## src/rtl/uart_tx_framer.sv

```systemverilog
// UART transmit framer: one-byte holding buffer feeding a shift register,
// framed as start / 8 data (LSB first) / optional even parity / stop.
module uart_tx_framer #(
  parameter int BIT_COUNTS = 5210,
  parameter bit PARITY_EN  = 1'b1
) (
  input  logic       clk,
  input  logic       n_rst,
  input  logic [7:0] Tx_Data,
  input  logic       tx_send,
  output logic       tx_ready,
  output logic       tx_busy,
  output logic       tx_done,
  output logic       tx
);

  localparam int CW = (BIT_COUNTS > 1) ? $clog2(BIT_COUNTS) : 1;
  localparam logic [CW-1:0] LAST_CNT = CW'(BIT_COUNTS - 1);

  typedef enum logic [2:0] {
    S_IDLE,
    S_START,
    S_DATA,
    S_PARITY,
    S_STOP
  } state_t;

  state_t        state, state_nx;
  logic [CW-1:0] bit_cnt, cnt_nx;
  logic [2:0]    bit_idx, idx_nx;
  logic [7:0]    shift_reg, shift_nx;
  logic          parity_bit, parity_nx;
  logic [7:0]    hold_reg;
  logic          hold_valid;
  logic          accept, load, bit_end;
  logic          tx_nx, busy_nx, done_nx;

  assign tx_ready = ~hold_valid;
  assign accept   = tx_send & ~hold_valid;
  assign bit_end  = (bit_cnt == LAST_CNT);

  // NOTE: every always_comb output gets a default first so no path leaves it
  // unassigned; a missing default infers a latch.
  always_comb begin
    state_nx = state;
    load     = 1'b0;
    unique case (state)
      S_IDLE: begin
        if (hold_valid) begin
          state_nx = S_START;
          load     = 1'b1;
        end
      end
      S_START:  if (bit_end) state_nx = S_DATA;
      S_DATA: begin
        if (bit_end && bit_idx == 3'd7) state_nx = PARITY_EN ? S_PARITY : S_STOP;
      end
      S_PARITY: if (bit_end) state_nx = S_STOP;
      S_STOP: begin
        if (bit_end) begin
          if (hold_valid) begin
            state_nx = S_START;
            load     = 1'b1;
          end else begin
            state_nx = S_IDLE;
          end
        end
      end
      default:  state_nx = S_IDLE;
    endcase

    shift_nx  = shift_reg;
    parity_nx = parity_bit;
    if (load) begin
      shift_nx  = hold_reg;
      parity_nx = ^hold_reg;
    end else if (state == S_DATA && bit_end) begin
      shift_nx = shift_reg >> 1;
    end

    cnt_nx = (state == S_IDLE || bit_end) ? '0 : bit_cnt + 1'b1;
    idx_nx = (state == S_DATA && bit_end) ? bit_idx + 3'd1 : bit_idx;
    if (load) idx_nx = 3'd0;

    // Outputs are computed from the next state so they register in step with it.
    unique case (state_nx)
      S_IDLE:   tx_nx = 1'b1;
      S_START:  tx_nx = 1'b0;
      S_DATA:   tx_nx = shift_nx[0];
      S_PARITY: tx_nx = parity_nx;
      default:  tx_nx = 1'b1;
    endcase
    busy_nx = (state_nx != S_IDLE);
    done_nx = (state_nx == S_STOP) && (cnt_nx == LAST_CNT);
  end

  // NOTE: sequential state uses non-blocking assignments so every flop samples
  // pre-edge values regardless of statement order.
  always_ff @(posedge clk or negedge n_rst) begin
    if (!n_rst) begin
      state      <= S_IDLE;
      bit_cnt    <= '0;
      bit_idx    <= 3'd0;
      shift_reg  <= 8'h00;
      parity_bit <= 1'b0;
      hold_reg   <= 8'h00;
      hold_valid <= 1'b0;
      tx         <= 1'b1;
      tx_busy    <= 1'b0;
      tx_done    <= 1'b0;
    end else begin
      state      <= state_nx;
      bit_cnt    <= cnt_nx;
      bit_idx    <= idx_nx;
      shift_reg  <= shift_nx;
      parity_bit <= parity_nx;
      tx         <= tx_nx;
      tx_busy    <= busy_nx;
      tx_done    <= done_nx;
      // Fill and drain are exclusive: accept needs hold_valid=0, load needs 1.
      if (accept) begin
        hold_reg   <= Tx_Data;
        hold_valid <= 1'b1;
      end else if (load) begin
        hold_valid <= 1'b0;
      end
    end
  end

endmodule
```

## config.mk

```make
export PLATFORM = sky130hd
export DESIGN_NAME = uart_tx_framer
export DESIGN_NICKNAME = d
export VERILOG_FILES = /design/src/rtl/uart_tx_framer.sv
export SDC_FILE = /design/constraint.sdc
export NUM_CORES = 1
export LEC_CHECK = 0
export BUFFER_PORTS_ARGS = -buffer_cell sky130_fd_sc_hd__clkbuf_2
export CAP_MARGIN = 0
export CORE_MARGIN = 1.5
export CORE_UTILIZATION = 40
export CTS_BUF_LIST = sky130_fd_sc_hd__clkbuf_4 sky130_fd_sc_hd__clkbuf_8
export DETAILED_ROUTE_END_ITERATION = 10
export PLACE_DENSITY = 0.68
export SLEW_MARGIN = 20
export SYNTH_ARGS = -nofsm -noshare
export SYNTH_HDL_FRONTEND = slang
export SYNTH_SLANG_ARGS = --single-unit
```

## constraint.sdc

```tcl
create_clock -name clk -period 7.4 [get_ports clk]
set_input_delay 1.11 -clock clk [delete_from_list [all_inputs] [get_ports clk]]
set_output_delay 1.11 -clock clk [all_outputs]
set_load 0.02 [all_outputs]
```

# Yosys cells after proc, flatten, opt, wreduce, memory -nomap -nowiden
# Cells that the tools add are included.
# op_classes
n_addsub	2
eq_ne	11
mux	19
bitwise_logic	2
reduce_logical	9
# op_table
operator	n
13-bit equality test (second input constant)	2
3-bit two-way mux	7
8-bit two-way mux	2
3-bit one-hot mux with 5 select lines	1
13-bit by 1-bit adder with 13-bit output (second input constant)	1
13-bit two-way mux	1
3-bit by 2-bit equality test with 1-bit output (second input constant)	4
3-bit equality test (second input constant)	3
8-bit parity	1
3-bit by 1-bit equality test with 1-bit output (second input constant)	2
1-bit two-way mux	6
2-bit nonzero test	2
3-bit by 1-bit adder with 3-bit output (second input constant)	1
1-bit logical AND	3
3-bit zero test	1
1-bit one-hot mux with 3 select lines	1
3-bit nonzero test	1
1-bit one-hot mux with 2 select lines	1
1-bit bitwise AND	1
1-bit logical OR	1
1-bit inverter	1
# word_totals
reg_bits	40
in_bits	11
word_cells	54

# Longest topological paths before layout
# depth
word_depth	6
depth_mapped	9
ltp_nobuf	7

# Least setup slack after synthesis
# OpenSTA, ideal clock, no wires.
# synth_timing
path_kind	register -> register
from	register bit_cnt[9]
to	register tx
setup_ns	0.094
arrival_ns	2.376
required_time_ns	7.306
slack_ns	4.930
path_stages_with_launch	7
path_cell_list	dfrtp_1 -> buf_6 -> or4b_4 -> nor4_2 -> mux2_2 -> a2111oi_0 -> mux2i_1
# synth_between
elab_chain_len	6
# synth_rtl
item	line_no	rtl
start: declaration	29	logic [CW-1:0] bit_cnt, cnt_nx;
start signal: assignment	113	bit_cnt <= cnt_nx;
13-bit equality test (*)	40	assign bit_end = (bit_cnt == LAST_CNT);
1-bit logical AND	56	if (bit_end && bit_idx == 3'd7) state_nx = PARITY_EN ? S_PARITY : S_STOP;
3-bit two-way mux	56	
3-bit one-hot mux with 5 select lines	47	unique case (state)
3-bit by 2-bit equality test with 1-bit output or 3-bit by 1-bit equality test with 1-bit output (tied branches)	86	unique case (state_nx)
1-bit one-hot mux with 3 select lines (*)	86	
net tx_nx	36	logic tx_nx, busy_nx, done_nx;
end signal: assignment	117	tx <= tx_nx;
end: declaration	14	output logic tx
# The timed path passes the listed nets; every way through them passes the cells marked *. The select of a mux whose other input is x is not followed.
# A chain may end at the register's enable or synchronous reset.

# Worst setup path after layout
# layout_timing
from	register bit_cnt[9]
to	register shift_reg[3]
# layout_between
elab_chain_len	4
# layout_rtl
item	line_no	rtl
13-bit equality test (*)	40	
1-bit two-way mux	60	if (bit_end) begin
1-bit one-hot mux with 2 select lines	47	
8-bit two-way mux or 2-bit nonzero test (tied branches)	-	
end signal: assignment	115	shift_reg <= shift_nx;
end: declaration	31	logic [7:0] shift_reg, shift_nx;
# Mark *: on every way between the ends. The rest lies on a longest branch, timed or not.

==> impl_metrics.sql <==
INSERT INTO impl_metrics (metric_group, metric, value, unit) VALUES
('run_status', 'outcome', 'finished, final reports clean', ''),
('floorplan', 'boundaryPins', '15', ''),
('flow_run', 'maxCapViolations', '0', ''),
('layout', 'finish.cell_count_without_fillers', '275', ''),
('clock_network', 'cts.path.max_buffers', '2', ''),
('clock_network', 'postCtsSetupRepairBufs', '0', ''),
('worst_setup_path', 'startpoint', 'bit_cnt[9]', ''),
('clock_network', 'cts.clk_slew.worst_paths', '0.07', 'ns'),
('timing', 'max_slew.worst_pin.slew', '0.856', 'ns'),
('global_routing', 'via_count_of_the_first_global_routing_pass', '1346', ''),
('worst_setup_path', 'worst-path-max-fanout', '15', ''),
('worst_setup_path', 'critical_path_cell_count', '5', ''),
('synthesis', 'synthesis.yosys.warnings', '0', ''),
('timing', 'worst_slew_margin_rel', '0.429', ''),
('floorplan', 'start_util', '0.424', ''),
('timing', 'report.final.hold_viol_count', '0', ''),
('layout', 'syn2layout_area_growth', '9.86', '%'),
('clock_network', 'htree_num_levels', '2', ''),
('place', 'place_congestion', '0.795', ''),
('clock_network', 'numCtsBuffers', '5', ''),
('timing', 'maxSlewViolCount', '0', ''),
('worst_setup_path', 'worst_r2r_endpoint', 'shift_reg[3]', ''),
('worst_setup_path', 'critPathCapture', 'shift_reg[3]', ''),
('synthesis', 'netlist.top_cell.by_area', 'sky130_fd_sc_hd__dfrtp_1', ''),
('worst_setup_path', 'cp_cell_sequence', 'or4b_4, or4_4, a21oi_2, nor2_1, a221o_1', ''),
('clock_network', 'clk_root_buffer_cell', 'sky130_fd_sc_hd__clkbuf_8', ''),
('worst_setup_path', 'setup.reg_to_reg.worst_slack', '4.58', 'ns'),
('drt', 'wl_per_cell', '13.1', 'um'),
('worst_setup_path', 'worstSetupStartpointType', 'register', ''),
('clock_network', 'clock-sinks', '40', ''),
('synthesis', 'synth_enable_flop_cells', '0', ''),
('power', 'powerDensity', '318', 'mW/mm2'),
('synthesis', 'synth_cells', '195', ''),
('synthesis', 'synthFlopType', 'sky130_fd_sc_hd__dfrtp_1', ''),
('layout', 'layout_common_cells', '39 x sky130_fd_sc_hd__dfrtp_1, 24 x sky130_fd_sc_hd__nor2_1, 15 x sky130_fd_sc_hd__nand2_1', ''),
('layout', 'largest_reg_flops', '13', ''),
('floorplan', 'die_area', '0.00555', 'mm2'),
('floorplan', 'die_w', '74.5', 'um'),
('synthesis', 'synth_nets', '210', ''),
('timing', 'post-route-min-period', '2.82', 'ns'),
('timing', 'fmax', '0.355', 'GHz'),
('worst_setup_path', 'timing.critical_path.required', '7.58', 'ns'),
('global_routing', 'antenna_violations_before_repair', '0', ''),
('worst_setup_path', 'path_class', 'reg2reg', ''),
('layout', 'drive_gt1_frac', '0.178', ''),
('global_routing', 'largest_net_degree_at_the_start_of_global_routing', '41', ''),
('drt', 'via_density_per_instance', '5.18', ''),
('worst_setup_path', 'cpPeakStageDelay', '0.60', 'ns'),
('drt', 'detail_route.drc_violations', '0', ''),
('drt', 'vias', '1424', ''),
('timing', 'final_min_period_over_clock_period', '0.381', ''),
('clock_network', 'cts.repair.resized', '0', ''),
('layout', 'layout.cells.most_common', 'sky130_fd_sc_hd__dfrtp_1', ''),
('layout', 'finalNetCount', '222', ''),
('worst_setup_path', 'ff2ff_path_depth', '5', ''),
('floorplan', 'placement_rows', '25', ''),
('timing', 'setup-tns-final', '0', 'ns'),
('layout', 'filler_cell_count', '476', ''),
('worst_setup_path', 'endpoint_kind', 'register', ''),
('hold_path', 'holdCritPathClass', 'reg2reg', ''),
('timing', 'setup-violations-final', '0', ''),
('floorplan', 'fp.dieH', '74.5', 'um'),
('synthesis', 'synth-seq-cells', '40', ''),
('synthesis', 'syn_area_per_cell', '10.5', 'um2'),
('drt', 'drt-initial-drc-count', '78', ''),
('power', 'p_leak', '0.000976', 'uW'),
('worst_setup_path', 'timing.critical_path.buf_inv', '0', ''),
('synthesis', 'netlist_area', '0.00204', 'mm2'),
('timing', 'setup_repair_after_global_routing_missed_its_margin', 'no', ''),
('place', 'numPlacedInstances', '267', ''),
('place', 'placement.io_buffers', '14', '');
==> cells in the mapped netlist (2+ instances only) <==
cell type                  instances
sky130_fd_sc_hd__nor3_1            5
sky130_fd_sc_hd__and3_1            2
sky130_fd_sc_hd__inv_1             5
sky130_fd_sc_hd__buf_6             2
sky130_fd_sc_hd__mux2i_1           3
sky130_fd_sc_hd__a21oi_1           7
sky130_fd_sc_hd__a21o_1            2
sky130_fd_sc_hd__nand2_1          15
sky130_fd_sc_hd__ha_1              4
sky130_fd_sc_hd__or3_1             4
sky130_fd_sc_hd__a221o_1           6
sky130_fd_sc_hd__nand4_1           5
sky130_fd_sc_hd__dfrtp_1          39
sky130_fd_sc_hd__nor2_1           24
sky130_fd_sc_hd__and2_1            6
sky130_fd_sc_hd__xor2_1            5
sky130_fd_sc_hd__mux2_2            8
sky130_fd_sc_hd__clkbuf_1          6
sky130_fd_sc_hd__o21ai_0           3
sky130_fd_sc_hd__nor4_1            3
sky130_fd_sc_hd__nand3_1           5
sky130_fd_sc_hd__xnor2_1          14
==> per-layer routing <==
| metal | up-vias | track usage | part of all wire |
|---|---|---|---|
| li1 | 715 | - | - |
| met1 | 670 | 0.219 | 0.50 |
| met2 | 33 | 0.218 | 0.42 |
| met3 | 6 | 0.0474 | 0.050 |
| met4 | 0 | 0.0687 | 0.021 |
| met5 | - | 0 | 0 |
==> stage by stage <==
step / area, um2 / utilization / hold slack [ns] / setup slack [ns]
after floorplan: 2040 / - / 0.473 / 4.93
after global routing: 2240 / 0.466 / 0.542 / 4.42
after CTS: 2240 / 0.466 / 0.520 / 4.56
final: 2240 / 0.466 / 0.515 / 4.58
after detailed placement: 2150 / 0.446 / 0.497 / 4.57
after global placement: 2150 / 0.446 / 0.490 / 4.66
==> layout make-up <==
cell class                      count  area [um2]  area share
Sequential cell                    40        1000       0.446
Multi-Input combinational cell    141         972       0.433
Clock buffer                        8        97.6      0.0435
Tap cell                           67        83.8      0.0373
Timing Repair Buffer               14        70.1      0.0312
Inverter                            5        18.8     0.00836
==> how the worst min path moves through the flow <==
stage	cells past startpoint	start	to	slack [ns]
after global routing	1	shift_reg[5]	shift_reg[5]	0.54
final	1	shift_reg[5]	shift_reg[5]	0.51
after detailed placement	1	shift_reg[2]	shift_reg[1]	0.50
after global placement	1	shift_reg[7]	shift_reg[6]	0.49
after CTS	1	shift_reg[5]	shift_reg[5]	0.52
after floorplan	1	shift_reg[1]	shift_reg[1]	0.47
==> kinds of logic (layout without fill, tap and decap cells) <==
kind of cell / after synthesis / count (layout) / synth area share
xor gates and xnor gates: 19 / 19 / 0.0814
DFF: 40 / 40 / 0.491
AOI/OAI and AO/OA: 28 / 28 / 0.103
buffers and inverters: 14 / 27 / 0.0337
adders and majority gates: 4 / 4 / 0.0245
muxes: 11 / 11 / 0.0588
and+or+nand+nor: 79 / 79 / 0.208
==> power breakdown <==
group | switching (uW) | internal [uW] | total [uW]
logic | 93.4 | 117 | 211
registers | 63.1 | 283 | 346
clock network | 73.5 | 83.4 | 157
Power figures use the tool's default switching activity.
